$ cat config.mk
export PLATFORM = sky130hd
export DESIGN_NAME = debayer_line_sched_flat
export DESIGN_NICKNAME = d
export VERILOG_FILES = /design/src/rtl/debayer_line_sched_if.sv /design/src/rtl/debayer_line_sched.sv /design/src/flat_wrapper.sv
export SDC_FILE = /design/constraint.sdc
export NUM_CORES = 1
export LEC_CHECK = 0
export BUFFER_PORTS_ARGS = -buffer_cell sky130_fd_sc_hd__clkbuf_2
export CAP_MARGIN = 30
export CORE_MARGIN = 2
export CORE_UTILIZATION = 30
export DETAILED_ROUTE_END_ITERATION = 10
export SLEW_MARGIN = 20
export SYNTH_ARGS = -nofsm -noshare
export SYNTH_HDL_FRONTEND = slang
export SYNTH_SLANG_ARGS = --single-unit
$ cat constraint.sdc
create_clock -name clk -period 4 [get_ports clk]
set_clock_uncertainty 0.2 [all_clocks]
set_input_delay 0 -clock clk [delete_from_list [all_inputs] [get_ports clk]]
set_output_delay 0 -clock clk [all_outputs]
set_load 0.05 [all_outputs]
$ cat src/rtl/debayer_line_sched_if.sv
// Control bundle between the CSI aligner / de-Bayer datapath and the line scheduler.
// The master drives frame/line framing and error clear; the slave returns buffer control.
interface debayer_line_sched_if #(
  parameter int unsigned LINE_LENGTH = 640,
  parameter int unsigned CNT_W       = $clog2(LINE_LENGTH + 1)
);
  logic             frame_start;
  logic             frame_end;
  logic             data_valid;
  logic             err_clr;
  logic             wr_en;
  logic [1:0]       wr_sel;
  logic [CNT_W-1:0] wr_addr;
  logic             rd_en;
  logic [CNT_W-1:0] rd_addr;
  logic             rd_odd;
  logic [1:0]       rd_skip_sel;
  logic             rgb_valid;
  logic [15:0]      lines_out;
  logic             err_len;
  logic             err_overrun;

  modport master (
    output frame_start, frame_end, data_valid, err_clr,
    input  wr_en, wr_sel, wr_addr, rd_en, rd_addr, rd_odd, rd_skip_sel,
    input  rgb_valid, lines_out, err_len, err_overrun
  );

  modport slave (
    input  frame_start, frame_end, data_valid, err_clr,
    output wr_en, wr_sel, wr_addr, rd_en, rd_addr, rd_odd, rd_skip_sel,
    output rgb_valid, lines_out, err_len, err_overrun
  );
endinterface

$ cat src/rtl/debayer_line_sched.sv
// Write-slot rotation, read-triple scheduling and address sequencing for the 4-line
// de-Bayer line buffer, with line-length and overrun detection.
module debayer_line_sched #(
  parameter int unsigned LINE_LENGTH = 640,
  parameter int unsigned CNT_W       = $clog2(LINE_LENGTH + 1),
  parameter int unsigned LAT         = 2
) (
  input logic                  clk,
  input logic                  rst,
  debayer_line_sched_if.slave  io_bus
);

  localparam logic [CNT_W-1:0] LastAddr = CNT_W'(LINE_LENGTH - 1);
  localparam logic [CNT_W-1:0] FullAddr = CNT_W'(LINE_LENGTH);

  typedef enum logic {FIdle, FActive} fstate_e;
  typedef enum logic [1:0] {RIdle, RLine, RGap} rstate_e;

  fstate_e          r_fstate;
  rstate_e          r_rstate;
  logic             r_dv_prev;
  logic             r_in_line;
  logic [1:0]       r_lines_written;
  logic             r_pending;
  logic [1:0]       r_skip_next;
  logic             r_wr_en;
  logic [1:0]       r_wr_sel;
  logic [CNT_W-1:0] r_wr_addr;
  logic             r_rd_en;
  logic [CNT_W-1:0] r_rd_addr;
  logic             r_rd_odd;
  logic [1:0]       r_rd_skip_sel;
  logic [LAT-1:0]   r_rgb_pipe;
  logic [15:0]      r_lines_out;
  logic             r_err_len;
  logic             r_err_overrun;

  logic       w_active;
  logic       w_rise;
  logic       w_fall;
  logic [1:0] w_lw_inc;
  logic [1:0] w_wr_sel_inc;

  assign w_active     = (r_fstate == FActive);
  assign w_rise       = w_active && io_bus.data_valid && !r_dv_prev;
  // Only lines that actually started inside the frame can complete.
  assign w_fall       = w_active && !io_bus.data_valid && r_dv_prev && r_in_line;
  assign w_lw_inc     = (r_lines_written == 2'd3) ? 2'd3 : r_lines_written + 2'd1;
  assign w_wr_sel_inc = r_wr_sel + 2'd1;

  always_ff @(posedge clk) begin
    if (rst) begin
      r_fstate        <= FIdle;
      r_rstate        <= RIdle;
      r_dv_prev       <= 1'b0;
      r_in_line       <= 1'b0;
      r_lines_written <= 2'd0;
      r_pending       <= 1'b0;
      r_skip_next     <= 2'd3;
      r_wr_en         <= 1'b0;
      r_wr_sel        <= 2'd0;
      r_wr_addr       <= '0;
      r_rd_en         <= 1'b0;
      r_rd_addr       <= '0;
      r_rd_odd        <= 1'b0;
      r_rd_skip_sel   <= 2'd3;
      r_lines_out     <= 16'd0;
      r_err_len       <= 1'b0;
      r_err_overrun   <= 1'b0;
    end else begin
      r_dv_prev <= io_bus.data_valid;

      if (io_bus.frame_start) begin
        r_fstate <= FActive;
      end else if (io_bus.frame_end) begin
        r_fstate <= FIdle;
      end

      // Clear first so that a same-cycle error set below takes precedence.
      if (io_bus.err_clr) begin
        r_err_len     <= 1'b0;
        r_err_overrun <= 1'b0;
      end

      r_wr_en <= 1'b0;
      if (io_bus.frame_start) begin
        r_in_line       <= 1'b0;
        r_wr_sel        <= 2'd0;
        r_lines_written <= 2'd0;
      end else if (w_rise) begin
        r_in_line <= 1'b1;
        r_wr_en   <= 1'b1;
        r_wr_addr <= '0;
        if (r_rstate == RLine && r_wr_sel != r_rd_skip_sel) begin
          r_err_overrun <= 1'b1;
        end
      end else if (w_fall) begin
        r_in_line       <= 1'b0;
        r_wr_sel        <= w_wr_sel_inc;
        r_lines_written <= w_lw_inc;
      end else if (w_active && io_bus.data_valid && r_in_line) begin
        if (r_wr_addr < LastAddr) begin
          r_wr_addr <= r_wr_addr + 1'b1;
          r_wr_en   <= 1'b1;
        end else begin
          r_wr_addr <= FullAddr;
          r_err_len <= 1'b1;
        end
      end

      // A new completion overrides consumption so only the newest triple is kept.
      if (io_bus.frame_start) begin
        r_pending <= 1'b0;
      end else if (w_fall && w_lw_inc == 2'd3) begin
        r_pending   <= 1'b1;
        r_skip_next <= w_wr_sel_inc;
      end else if (r_rstate == RIdle && r_pending) begin
        r_pending <= 1'b0;
      end

      if (io_bus.frame_start) begin
        r_rstate    <= RIdle;
        r_rd_en     <= 1'b0;
        r_lines_out <= 16'd0;
      end else begin
        unique case (r_rstate)
          RIdle: begin
            if (r_pending) begin
              r_rd_skip_sel <= r_skip_next;
              r_rd_addr     <= '0;
              r_rd_odd      <= 1'b0;
              r_rd_en       <= 1'b1;
              r_rstate      <= RLine;
            end
          end
          RLine: begin
            r_rd_odd <= ~r_rd_odd;
            if (r_rd_odd) begin
              if (r_rd_addr == LastAddr) begin
                r_rstate    <= RGap;
                r_rd_en     <= 1'b0;
                r_lines_out <= r_lines_out + 16'd1;
              end else begin
                r_rd_addr <= r_rd_addr + 1'b1;
              end
            end
          end
          RGap:    r_rstate <= RIdle;
          default: r_rstate <= RIdle;
        endcase
      end
    end
  end

  always_ff @(posedge clk) begin
    if (rst) begin
      r_rgb_pipe <= '0;
    end else begin
      r_rgb_pipe[0] <= r_rd_en;
      for (int i = 1; i < int'(LAT); i++) begin
        r_rgb_pipe[i] <= r_rgb_pipe[i-1];
      end
    end
  end

  assign io_bus.wr_en       = r_wr_en;
  assign io_bus.wr_sel      = r_wr_sel;
  assign io_bus.wr_addr     = r_wr_addr;
  assign io_bus.rd_en       = r_rd_en;
  assign io_bus.rd_addr     = r_rd_addr;
  assign io_bus.rd_odd      = r_rd_odd;
  assign io_bus.rd_skip_sel = r_rd_skip_sel;
  assign io_bus.rgb_valid   = r_rgb_pipe[LAT-1];
  assign io_bus.lines_out   = r_lines_out;
  assign io_bus.err_len     = r_err_len;
  assign io_bus.err_overrun = r_err_overrun;

endmodule

$ cat src/flat_wrapper.sv
// flat-port wrapper written by rule: the top's interface ports become plain ports
module debayer_line_sched_flat 
#(
  parameter int unsigned LINE_LENGTH = 640,
  parameter int unsigned CNT_W       = $clog2(LINE_LENGTH + 1),
  parameter int unsigned LAT         = 2
)
  (clk, rst, io_bus_frame_start, io_bus_frame_end, io_bus_data_valid, io_bus_err_clr, io_bus_wr_en, io_bus_wr_sel, io_bus_wr_addr, io_bus_rd_en, io_bus_rd_addr, io_bus_rd_odd, io_bus_rd_skip_sel, io_bus_rgb_valid, io_bus_lines_out, io_bus_err_len, io_bus_err_overrun);
  debayer_line_sched_if #(.LINE_LENGTH(LINE_LENGTH), .CNT_W(CNT_W)) io_bus_i ();
  input logic clk;
  input logic rst;
  input wire logic [$bits(io_bus_i.frame_start)-1:0] io_bus_frame_start;
  input wire logic [$bits(io_bus_i.frame_end)-1:0] io_bus_frame_end;
  input wire logic [$bits(io_bus_i.data_valid)-1:0] io_bus_data_valid;
  input wire logic [$bits(io_bus_i.err_clr)-1:0] io_bus_err_clr;
  output wire logic [$bits(io_bus_i.wr_en)-1:0] io_bus_wr_en;
  output wire logic [$bits(io_bus_i.wr_sel)-1:0] io_bus_wr_sel;
  output wire logic [$bits(io_bus_i.wr_addr)-1:0] io_bus_wr_addr;
  output wire logic [$bits(io_bus_i.rd_en)-1:0] io_bus_rd_en;
  output wire logic [$bits(io_bus_i.rd_addr)-1:0] io_bus_rd_addr;
  output wire logic [$bits(io_bus_i.rd_odd)-1:0] io_bus_rd_odd;
  output wire logic [$bits(io_bus_i.rd_skip_sel)-1:0] io_bus_rd_skip_sel;
  output wire logic [$bits(io_bus_i.rgb_valid)-1:0] io_bus_rgb_valid;
  output wire logic [$bits(io_bus_i.lines_out)-1:0] io_bus_lines_out;
  output wire logic [$bits(io_bus_i.err_len)-1:0] io_bus_err_len;
  output wire logic [$bits(io_bus_i.err_overrun)-1:0] io_bus_err_overrun;
  assign io_bus_i.frame_start = io_bus_frame_start;
  assign io_bus_i.frame_end = io_bus_frame_end;
  assign io_bus_i.data_valid = io_bus_data_valid;
  assign io_bus_i.err_clr = io_bus_err_clr;
  assign io_bus_wr_en = io_bus_i.wr_en;
  assign io_bus_wr_sel = io_bus_i.wr_sel;
  assign io_bus_wr_addr = io_bus_i.wr_addr;
  assign io_bus_rd_en = io_bus_i.rd_en;
  assign io_bus_rd_addr = io_bus_i.rd_addr;
  assign io_bus_rd_odd = io_bus_i.rd_odd;
  assign io_bus_rd_skip_sel = io_bus_i.rd_skip_sel;
  assign io_bus_rgb_valid = io_bus_i.rgb_valid;
  assign io_bus_lines_out = io_bus_i.lines_out;
  assign io_bus_err_len = io_bus_i.err_len;
  assign io_bus_err_overrun = io_bus_i.err_overrun;
  debayer_line_sched #(.LINE_LENGTH(LINE_LENGTH), .CNT_W(CNT_W), .LAT(LAT)) u_core (.clk(clk), .rst(rst), .io_bus(io_bus_i));
endmodule
==> results.ini, run 1 <==
[run_status]
status=finished clean

[sta]
tns_ps=0
tightestPinTransition_ps=816
max_freq_mhz=490
rsz0062_at_grt=no
final_max_slew_viol_count=0
timing.final.crit_share_pct=51.0
slew_headroom_pct=44.8
hold_viol=0
setup_viol_count_final=0
min_period_ps=2040

[flow_run]
maxCapViolCount=0

[worst_setup_path]
endpoint_kind=flop
startpoint=u_core.io_bus.rd_addr[0]$_SDFFE_PP0P_
cp_top_family=simple AND/OR/NAND/NOR gates
crit_buf_inv=0
r2r_start=u_core.io_bus.rd_addr[0]$_SDFFE_PP0P_
slowest_delay_ps=510
path_depth=5
slowest_stage=or4_1
cp-start-kind=flop
reg2reg_slack_ps=1960
reg2reg_depth=5
cp.required_ps=4060
r2r-end=u_core.io_bus.rd_addr[0]$_SDFFE_PP0P_
arrival_ps=2100
crit_fanout=6
cp-endpoint=u_core.io_bus.rd_addr[0]$_SDFFE_PP0P_
crit_chain=ha_1 -> and4bb_1 -> and3_2 -> or4_1 -> a21oi_1
crit_type=reg2reg

[floorplanning]
design.core.area_mm2=0.00920
die_h_um=101
start_util_pct=30.7
fp.dieW_um=101
dieArea_mm2=0.0102
num_rows=35
io_pins=52

[place]
placed_area_mm2=0.00310
dpl.hpwl_um=4680
port_buffers=51
gp_congestion=0.804

[power]
p_sw_uw=267
switching_share_pct=21.2
vdd_ir_drop_max_mv=0.157
p_leak_uw=0.00133
p_int_uw=990
comb_power_share_pct=3.0
clock_power_share_pct=51.6
seqPwrFrac_pct=45.5
power_density_mw_per_mm2=371

[min_path]
worstHoldPathType=in2reg

[clock_tree]
cts_tree=done
clk_path_buf_depth=2
clockRootBuffer=clkbuf_8
path_clk_slew_ps=70
cts_buffers=9
clock_latency_ps=340
clock-sinks=57
postCtsSetupRepairBufs=0
cts.htree.levels=3

[routing]
firstDrtPassIters=5
drc_errors=0
via_per_inst=5.30
drtAntennaViolNets=0
drtIter0Drc=94
vias=2611
routed_wl_um=6810
wl_per_cell_um=13.8

[global_route]
top_usage_layer=met2
grtUsageTotal_pct=13.8
grt_pass1_vias=2356
grt_first_pass_wirelength_um=11200
grt.overflow.total=0
met3_usage_pct=4.16
antenna_found_initial=0
grt_max_degree=33
met2_usage_pct=20.8
grt_util_met1_pct=18.2

[yosys]
ys_top_cells_by_count=dfxtp_1 (57), nand2_1 (30), nor2_1 (28), a21oi_1 (21)
synth_flop_cell=dfxtp_1
synthTopCellsByArea=dfxtp_1 (40%), nand2_1 (4.0%), a21oi_1 (3.7%)
synth_cells=330
syn-num-nets=339
yosys.cell_types.count=56
yosysMostFrequentCell=dfxtp_1
synth_fa_ha_area_share_pct=1.33
synth_area_per_cell_um2=8.54
synthMuxAreaShare_pct=3.24
ys_async_sr_fraction_pct=0
synthSimpleGateAreaFrac_pct=31.3
yosysTopAreaCell=dfxtp_1
synth_top_family_by_area=simple AND/OR/NAND/NOR gates
yosysSeqAreaShare_pct=40.5
ys_warn_count=0
synth-xor-area-share_pct=3.11
synth-edff-count=0
synth_top_area_share_pct=40.5
synth_compound_area_share_pct=15.7
synth_area_mm2=0.00282
synth-seq-cells=57

[finish]
n_antenna_cell=0
drive_gt1_share_pct=20.2
syn2layout_area_growth_pct=20.1
num-nets-final=387
design_area_mm2=0.00338

layer usage:
metal | up-vias | routed length, µm
li1 | 1319 | -
met1 | 1221 | 3350
met2 | 60 | 3040
met3 | 11 | 270
met4 | 0 | 145
met5 | - | 0
registers in the layout (all words and copies together), names as in the netlist, 2 cells and up:
register	cells
u_core.r_rgb_pipe	2
u_core.io_bus.wr_sel	2
u_core.r_rstate	2
u_core.io_bus.lines_out	16
u_core.io_bus.rd_addr	10
u_core.io_bus.rd_skip_sel	2
u_core.r_lines_written	2
u_core.io_bus.wr_addr	10
u_core.r_skip_next	2
power groups by stage:
stage          logic [µW]  clock network [µW]  registers [µW]
6_report             37.2                 648             571
5_1_grt              41.5                 686             571
4_1_cts              37.7                 663             571
3_5_place_dp         33.5                   0             584
3_3_place_gp         33.2                   0             584
2_1_floorplan        22.7                   0             584
area by class of cell:
| cell class | count | area [µm²] |
|---|---|---|
| timing repair buffer | 57 | 313 |
| clock buffer | 9 | 124 |
| multi-input combinational | 248 | 1540 |
| clock inverter | 6 | 108 |
| fill | 952 | 5810 |
| tap | 111 | 139 |
| sequential | 57 | 1140 |
| inverter | 5 | 18.8 |
cells in the final DEF, fill, tap and decap left out, drive strengths merged, types with 2 or more instances in the layout:
cell type,count
o21a,2
o21ai,10
and4,5
a31oi,7
or4,10
or2,3
or3,10
mux2i,8
nand3b,2
nor3,9
o211ai,3
dlygate4sd3,5
nand2b,6
and3b,2
clkinv,2
inv,5
a21oi,22
bufinv,3
nand3,16
and3,4
a211o,4
nand2,30
a41o,4
ha,3
xnor2,4
o31ai,6
xor2,6
nand4,17
clkbuf,60
and2,5
dfxtp,57
nor2b,6
nor2,28
worst min path at each step:
stage,from,end,slack [ps],cells past startpoint
4_1_cts,rst,u_core.r_fstate$_SDFFE_PP0P_,50,2
3_3_place_gp,io_bus_frame_end,u_core.r_fstate$_SDFFE_PP0P_,100,4
6_report,rst,u_core.io_bus.err_len$_SDFF_PP0_,40,2
2_1_floorplan,io_bus_data_valid,u_core.r_dv_prev$_SDFF_PP0_,-70,1
5_1_grt,rst,u_core.r_fstate$_SDFFE_PP0P_,90,2
3_5_place_dp,io_bus_frame_end,u_core.r_fstate$_SDFFE_PP0P_,100,4
cell families after synthesis:
| family | count (synthesis) |
|---|---|
| adder cells (fa/ha/maj) | 3 |
| AO/OA/AOI/OAI | 67 |
| XOR/XNOR | 10 |
| AND/OR/NAND/NOR | 159 |
| buffers and inverters | 25 |
| multiplexers | 9 |
| flip-flops | 57 |
timing repair:
action	CTS	global route
endpoints found under the hold margin	12	0
resized for setup	0	0
endpoints found under the setup margin	0	0
hold buffers	5	0
through the flow:
step	power (µW)	cells	hold slack (ps)	utilization, %	setup slack (ps)
floorplan	607	330	-71.8	-	1780
global placement	617	473	96.1	33.7	2050
detailed placement	618	473	102	33.7	1990
CTS	1270	493	49.1	36.8	1970
global route	1300	493	88.5	36.8	1870
finish	1260	493	39.7	36.8	1960
No activity file was read; power rests on OpenSTA's default activity.
==> run 2: changes to the inputs <==
==> constraint.sdc (replaced) <==
create_clock -name clk -period 1.69 [get_ports clk]
set_clock_uncertainty 0.2 [all_clocks]
set_input_delay 0 -clock clk [delete_from_list [all_inputs] [get_ports clk]]
set_output_delay 0 -clock clk [all_outputs]
set_load 0.05 [all_outputs]
==> run 2 against run 1 <==
Compared with the run above:
- the run now ends with negative setup slack left
- sequential power is 130% higher
- non-clock buffer count rose by 52
- core utilization rose by 6.3 points
- highest routed layer unchanged
- final cell count up 11%
- critical path type unchanged
- sequential share of layout area down 3.1 points
- power grew 98%
- sequential cell count unchanged
==> results.ini, run 2 (synthesis gave the netlist of run 1 again) <==
[run_status]
status=finished, violations left
violations=negative setup slack

[routing]
routed_wl_um=7900  ; +16%
vias=2924  ; +12%
via_per_inst=5.35  ; +0.93%
wl_met3_um=422  ; +56%
highest_layer=met4
wl_met2_um=3770  ; +24%
drtAntennaViolNets=0  ; unchanged
firstDrtPassIters=4  ; -1
wl_per_cell_um=14.4  ; +4.5%
drtIter0Drc=91  ; -3.2%
drc_errors=0  ; unchanged
wl_met1_um=3590  ; +7.0%

[sta]
slew_headroom_pct=69.5  ; +25 points
tns_ps=-1230  ; -1230 ps
timing.final.crit_share_pct=107  ; +56 points
min_period_ps=1810  ; -230 ps
setup_viol_count_final=21  ; +21
final_max_slew_viol_count=0  ; unchanged
hold-worst-slack_ps=0.0142  ; -39.7 ps
tightestPinTransition_ps=457  ; -359 ps
hold_viol=0  ; unchanged
max_freq_mhz=553  ; +13%
setup_ws_ps=-120  ; -2080 ps
rsz0062_at_grt=yes

[finish]
fillCellCount=934  ; -1.9%
syn2layout_area_growth_pct=40.7
n_antenna_cell=0  ; unchanged
num-nets-final=441  ; +14%
largest_reg_flops=16  ; unchanged
layout.cells.non_filler=547  ; +11%
final_util_pct=43.1  ; +6.3 points
drive_gt1_share_pct=42.7  ; +23 points
final_cell_mix=clkbuf_2 (51), buf_4 (51), nand2_1 (30)

[floorplanning]
start_util_pct=30.7  ; unchanged
num_rows=35  ; unchanged
fp.dieW_um=101  ; unchanged
io_pins=52  ; unchanged
dieArea_mm2=0.0102  ; unchanged
die_h_um=101  ; unchanged
design.core.area_mm2=0.00920  ; unchanged

[global_route]
grt.overflow.total=0  ; unchanged
antenna_found_initial=0  ; unchanged
grt_pass1_vias=2614  ; +11%
grtUsageTotal_pct=15.0  ; +1.2 points
grt_max_degree=22  ; -33%
grt_first_pass_wirelength_um=12300  ; +10%

[worst_setup_path]
crit_type=reg2reg
cp-start-kind=flop
slowest_delay_ps=480  ; -30 ps
cp.required_ps=1750  ; -2310 ps
slowest_stage=or4_4
crit_fanout=6  ; unchanged
arrival_ps=1870  ; -230 ps
crit_chain=ha_4 -> and4bb_4 -> and4_4 -> or4_4 -> a21oi_2
endpoint_kind=flop
reg2reg_slack_ps=-120  ; -2080 ps

[min_path]
worstHoldPathType=in2reg

[clock_tree]
cts_buffers=9  ; unchanged
clockRootBuffer=clkbuf_8
path_clk_slew_ps=70  ; about the same
cts.htree.levels=3  ; unchanged
clock_latency_ps=340  ; about the same
clk_path_buf_depth=2  ; unchanged
clock-sinks=57  ; unchanged
cts_tree=done

[power]
vdd_ir_drop_max_mv=0.462  ; +190%
power_uw=2490  ; +98%
p_sw_uw=608  ; +130%
switching_share_pct=24.4  ; +3.2 points
comb_power_share_pct=4.7  ; +1.7 points
p_int_uw=1880  ; +90%
p_leak_uw=0.00161  ; +21%
seqPwrFrac_pct=53.6  ; +8.1 points
power_density_mw_per_mm2=627  ; +69%
clock_power_share_pct=41.7  ; -9.9 points

[flow_run]
maxCapViolCount=0  ; unchanged

[place]
dpl.hpwl_um=5360  ; +15%
gp_congestion=0.823  ; +2.4%
dp.cells=517  ; +9.3%
port_buffers=51  ; unchanged

==> run 2: cell count changes in the layout (fill, tap and decap cells not counted), moves of 3 or more <==
cell	previous run	this run
or4_4	1	4
dfxtp_1	57	24
or2_4	0	3
or2_2	3	0
dfxtp_2	0	21
a21oi_1	21	15
clkinv_1	0	3
nand3_1	16	13
bufinv_16	3	0
buf_4	1	51
or4_1	9	6
a21oi_2	1	7
dfxtp_4	0	12
==> run 2: power groups by stage <==
stage	Sequential (µW)	Clock, µW	Combinational (µW)
floorplan	1360	0	53.8
global placement	1360	0	99.9
detailed placement	1360	0	101
CTS	1330	1070	114
global route	1330	1130	129
finish	1330	1040	117
==> run 2: worst paths after layout <==
check | start | end | cells after the start
setup / recovery | u_core.io_bus.rd_addr[1]$_SDFFE_PP0P_ | u_core.io_bus.rd_addr[7]$_SDFFE_PP0P_ | 5
hold / removal | io_bus_frame_start | u_core.io_bus.rd_odd$_SDFFE_PP0P_ | 5
setup reg to reg | u_core.io_bus.rd_addr[1]$_SDFFE_PP0P_ | u_core.io_bus.rd_addr[7]$_SDFFE_PP0P_ | 5
hold reg to reg | u_core.r_lines_written[0]$_SDFFE_PP0P_ | u_core.r_lines_written[0]$_SDFFE_PP0P_ | 1
==> run 2: cell type report <==
class | instances | area [µm²] | area share [%]
Multi-Input combinational cell | 250 | 1730 | 43.7
Sequential cell | 57 | 1210 | 30.6
Timing Repair Buffer | 109 | 712 | 17.9
Tap cell | 111 | 139 | 3.50
Clock buffer | 9 | 124 | 3.12
Clock inverter | 6 | 26.3 | 0.662
Inverter | 5 | 18.8 | 0.473
==> run 2: worst max-delay path, delay by kind of cell, from the launching register on <==
| kind | cells | cell delay [ps] |
|---|---|---|
| AO/OA/AOI/OAI | 1 | 140 |
| flip-flops | 1 | 350 |
| AND/OR/NAND/NOR | 3 | 890 |
| adder cells (fa/ha/maj) | 1 | 160 |
==> run 2: stage by stage <==
| step | area (µm²) | setup slack, ps |
|---|---|---|
| after global routing | 3970 | -156 |
| after global placement | 3540 | -105 |
| after floorplan | 2930 | -207 |
| final | 3970 | -120 |
| after CTS | 3780 | -146 |
| after detailed placement | 3540 | -144 |
==> run 2: what timing repair did <==
action | CTS | global route
gates cloned | 0 | 2
gates resized for setup | 6 | 31
setup buffers | 2 | 5
hold buffers | 6 | 0
pin swaps | 3 | 12
hold endpoints to repair | 18 | 0
setup endpoints to repair | 24 | 37
==> run 2: metal layers <==
metal / track usage, % / vias up
li1: - / 1437
met1: 19.1 / 1407
met2: 23.8 / 66
met3: 4.99 / 14
met4: 4.99 / 0
met5: 0 / -
==> run 3: changes to the inputs <==
==> constraint.sdc (replaced) <==
create_clock -name clk -period 1.7 [get_ports clk]
set_clock_uncertainty 0.2 [all_clocks]
set_input_delay 0 -clock clk [delete_from_list [all_inputs] [get_ports clk]]
set_output_delay 0 -clock clk [all_outputs]
set_load 0.05 [all_outputs]
==> run 3 against run 2 <==
Compared with the run above:
- the flow still finishes with violations (negative setup slack)
- critical path depth stayed put
- core utilization is 0.48 points lower
- worst hold slack better by 250 ps
- final cell count is 1.3% lower
==> results.ini, run 3 (synthesis gave the netlist of run 1 again) <==
[sta]
hold_viol=0  ; unchanged
hold-worst-slack_ps=247  ; +247 ps
setup_viol_count_final=15  ; -29%
max_freq_mhz=565  ; +2.2%
slew_headroom_pct=69.8  ; +0.32 points
final_max_slew_viol_count=0  ; unchanged
setup_ws_ps=-70.2  ; +49.6 ps
tightestPinTransition_ps=452  ; -5.30 ps
min_period_ps=1770  ; -39.6 ps
timing.final.crit_share_pct=104  ; -3.0 points
rsz0062_at_grt=yes

[worst_setup_path]
cp.required_ps=1760  ; about the same
slowest_stage=or4_1
crit_type=reg2reg
slowest_delay_ps=460  ; -20 ps
cp-start-kind=flop
endpoint_kind=flop
crit_fanout=7  ; +1
crit_chain=ha_4 -> and4bb_4 -> and4_4 -> or4_1 -> a21oi_1
arrival_ps=1830  ; -40 ps

[finish]
n_antenna_cell=0  ; unchanged
final_util_pct=42.7  ; -0.48 points
largest_reg_flops=16  ; unchanged
final_common_cell=clkbuf_2
num-nets-final=433  ; -1.8%
syn2layout_area_growth_pct=39.1
final_cell_mix=clkbuf_2 (50), buf_4 (44), nor2_1 (28), nand2_1 (28), dfxtp_1 (24)
fillCellCount=937  ; +0.32%
drive_gt1_share_pct=40.3  ; -2.3 points

[place]
gp_congestion=0.795  ; -3.3%
dpl.hpwl_um=5240  ; -2.2%
port_buffers=51  ; unchanged

[routing]
firstDrtPassIters=4  ; unchanged
drtIter0Drc=99  ; +8.8%
vias=2826  ; -3.4%
routed_wl_um=7490  ; -5.2%
drc_errors=0  ; unchanged
via_per_inst=5.23  ; -2.1%
drtAntennaViolNets=0  ; unchanged
wl_per_cell_um=13.9  ; -4.0%

[run_status]
status=finished, violations left
violations=negative setup slack

[power]
power_uw=2890  ; +16%
vdd_ir_drop_max_mv=0.343  ; -26%
p_leak_uw=0.00160  ; -1.1%
power_density_mw_per_mm2=736  ; +17%

[clock_tree]
clock-sinks=57  ; unchanged
clockRootBuffer=clkbuf_8
cts_buffers=9  ; unchanged
clk_path_buf_depth=2  ; unchanged
cts_tree=done
clock_latency_ps=340  ; about the same
path_clk_slew_ps=60  ; about the same
cts.htree.levels=3  ; unchanged

[global_route]
grt_first_pass_wirelength_um=12500  ; +1.2%
grt_max_degree=19  ; -14%
grtUsageTotal_pct=15.4  ; +0.43 points
grt.overflow.total=0  ; unchanged
grt_pass1_vias=2682  ; +2.6%
antenna_found_initial=0  ; unchanged

[floorplanning]
fp.dieW_um=101  ; unchanged
dieArea_mm2=0.0102  ; unchanged
die_h_um=101  ; unchanged
design.core.area_mm2=0.00920  ; unchanged
io_pins=52  ; unchanged
num_rows=35  ; unchanged
start_util_pct=30.7  ; unchanged

[min_path]
worstHoldPathType=reg2reg

[flow_run]
maxCapViolCount=0  ; unchanged

run 3: per-layer routing:
| layer | share of wire [%] | up-vias | track usage [%] |
|---|---|---|---|
| met5 | 0 | - | 0 |
| met2 | 48 | 66 | 24.3 |
| met4 | 0.51 | 0 | 6.44 |
| li1 | - | 1410 | - |
| met1 | 46 | 1348 | 19.6 |
| met3 | 4.6 | 2 | 4.58 |
run 3: timing repair:
item,CTS,global route
hold endpoints to repair,19,0
hold buffers,6,0
endpoints found under the setup margin,22,32
resized for setup,2,25
cloned,1,0
pin swaps,3,6
buffers inserted,0,1
run 3: final timing paths:
kind / depth (start not counted) / slack (ps) / startpoint / to
worst min-delay path: 1 / 250 / u_core.r_rgb_pipe[0]$_SDFF_PP0_ / u_core.r_rgb_pipe[1]$_SDFF_PP0_
worst min register to register: 1 / 250 / u_core.r_rgb_pipe[0]$_SDFF_PP0_ / u_core.r_rgb_pipe[1]$_SDFF_PP0_
worst max register to register: 5 / -70 / u_core.io_bus.rd_addr[1]$_SDFFE_PP0P_ / u_core.io_bus.rd_addr[7]$_SDFFE_PP0P_
worst max-delay path: 5 / -70 / u_core.io_bus.rd_addr[1]$_SDFFE_PP0P_ / u_core.io_bus.rd_addr[7]$_SDFFE_PP0P_
run 3: cell type report:
cell class | count | area [µm²] | area share [%]
flip-flops and latches | 57 | 1210 | 30.8
clock inverters | 5 | 77.6 | 1.98
multi-input cells | 249 | 1650 | 42.2
clock buffers | 11 | 151 | 3.86
inverters | 5 | 18.8 | 0.478
well taps | 111 | 139 | 3.54
repair buffers | 102 | 672 | 17.1
run 3: worst max-delay path, delay by kind of cell (launching register included):
family | cells | cell delay, ps
compound gates | 1 | 140
flops | 1 | 350
simple gates | 3 | 860
fa+ha+maj | 1 | 150
run 3: through the flow:
stage	worst slack [ps]	instance area, µm²	std cells	TNS, ps
finish	-70.2	3920	540	-690
global route	-134	3920	540	-2120
detailed placement	-114	3540	517	-1280
floorplan	-197	2930	330	-3130
CTS	-118	3840	540	-1860
global placement	-91.5	3540	517	-734
run 3: report_power, final:
part	leakage, µW	switching [µW]	internal (µW)
Sequential	0.000480	2.02	1320
Combinational	0.00100	67.5	47.8
Clock	0.000115	548	899
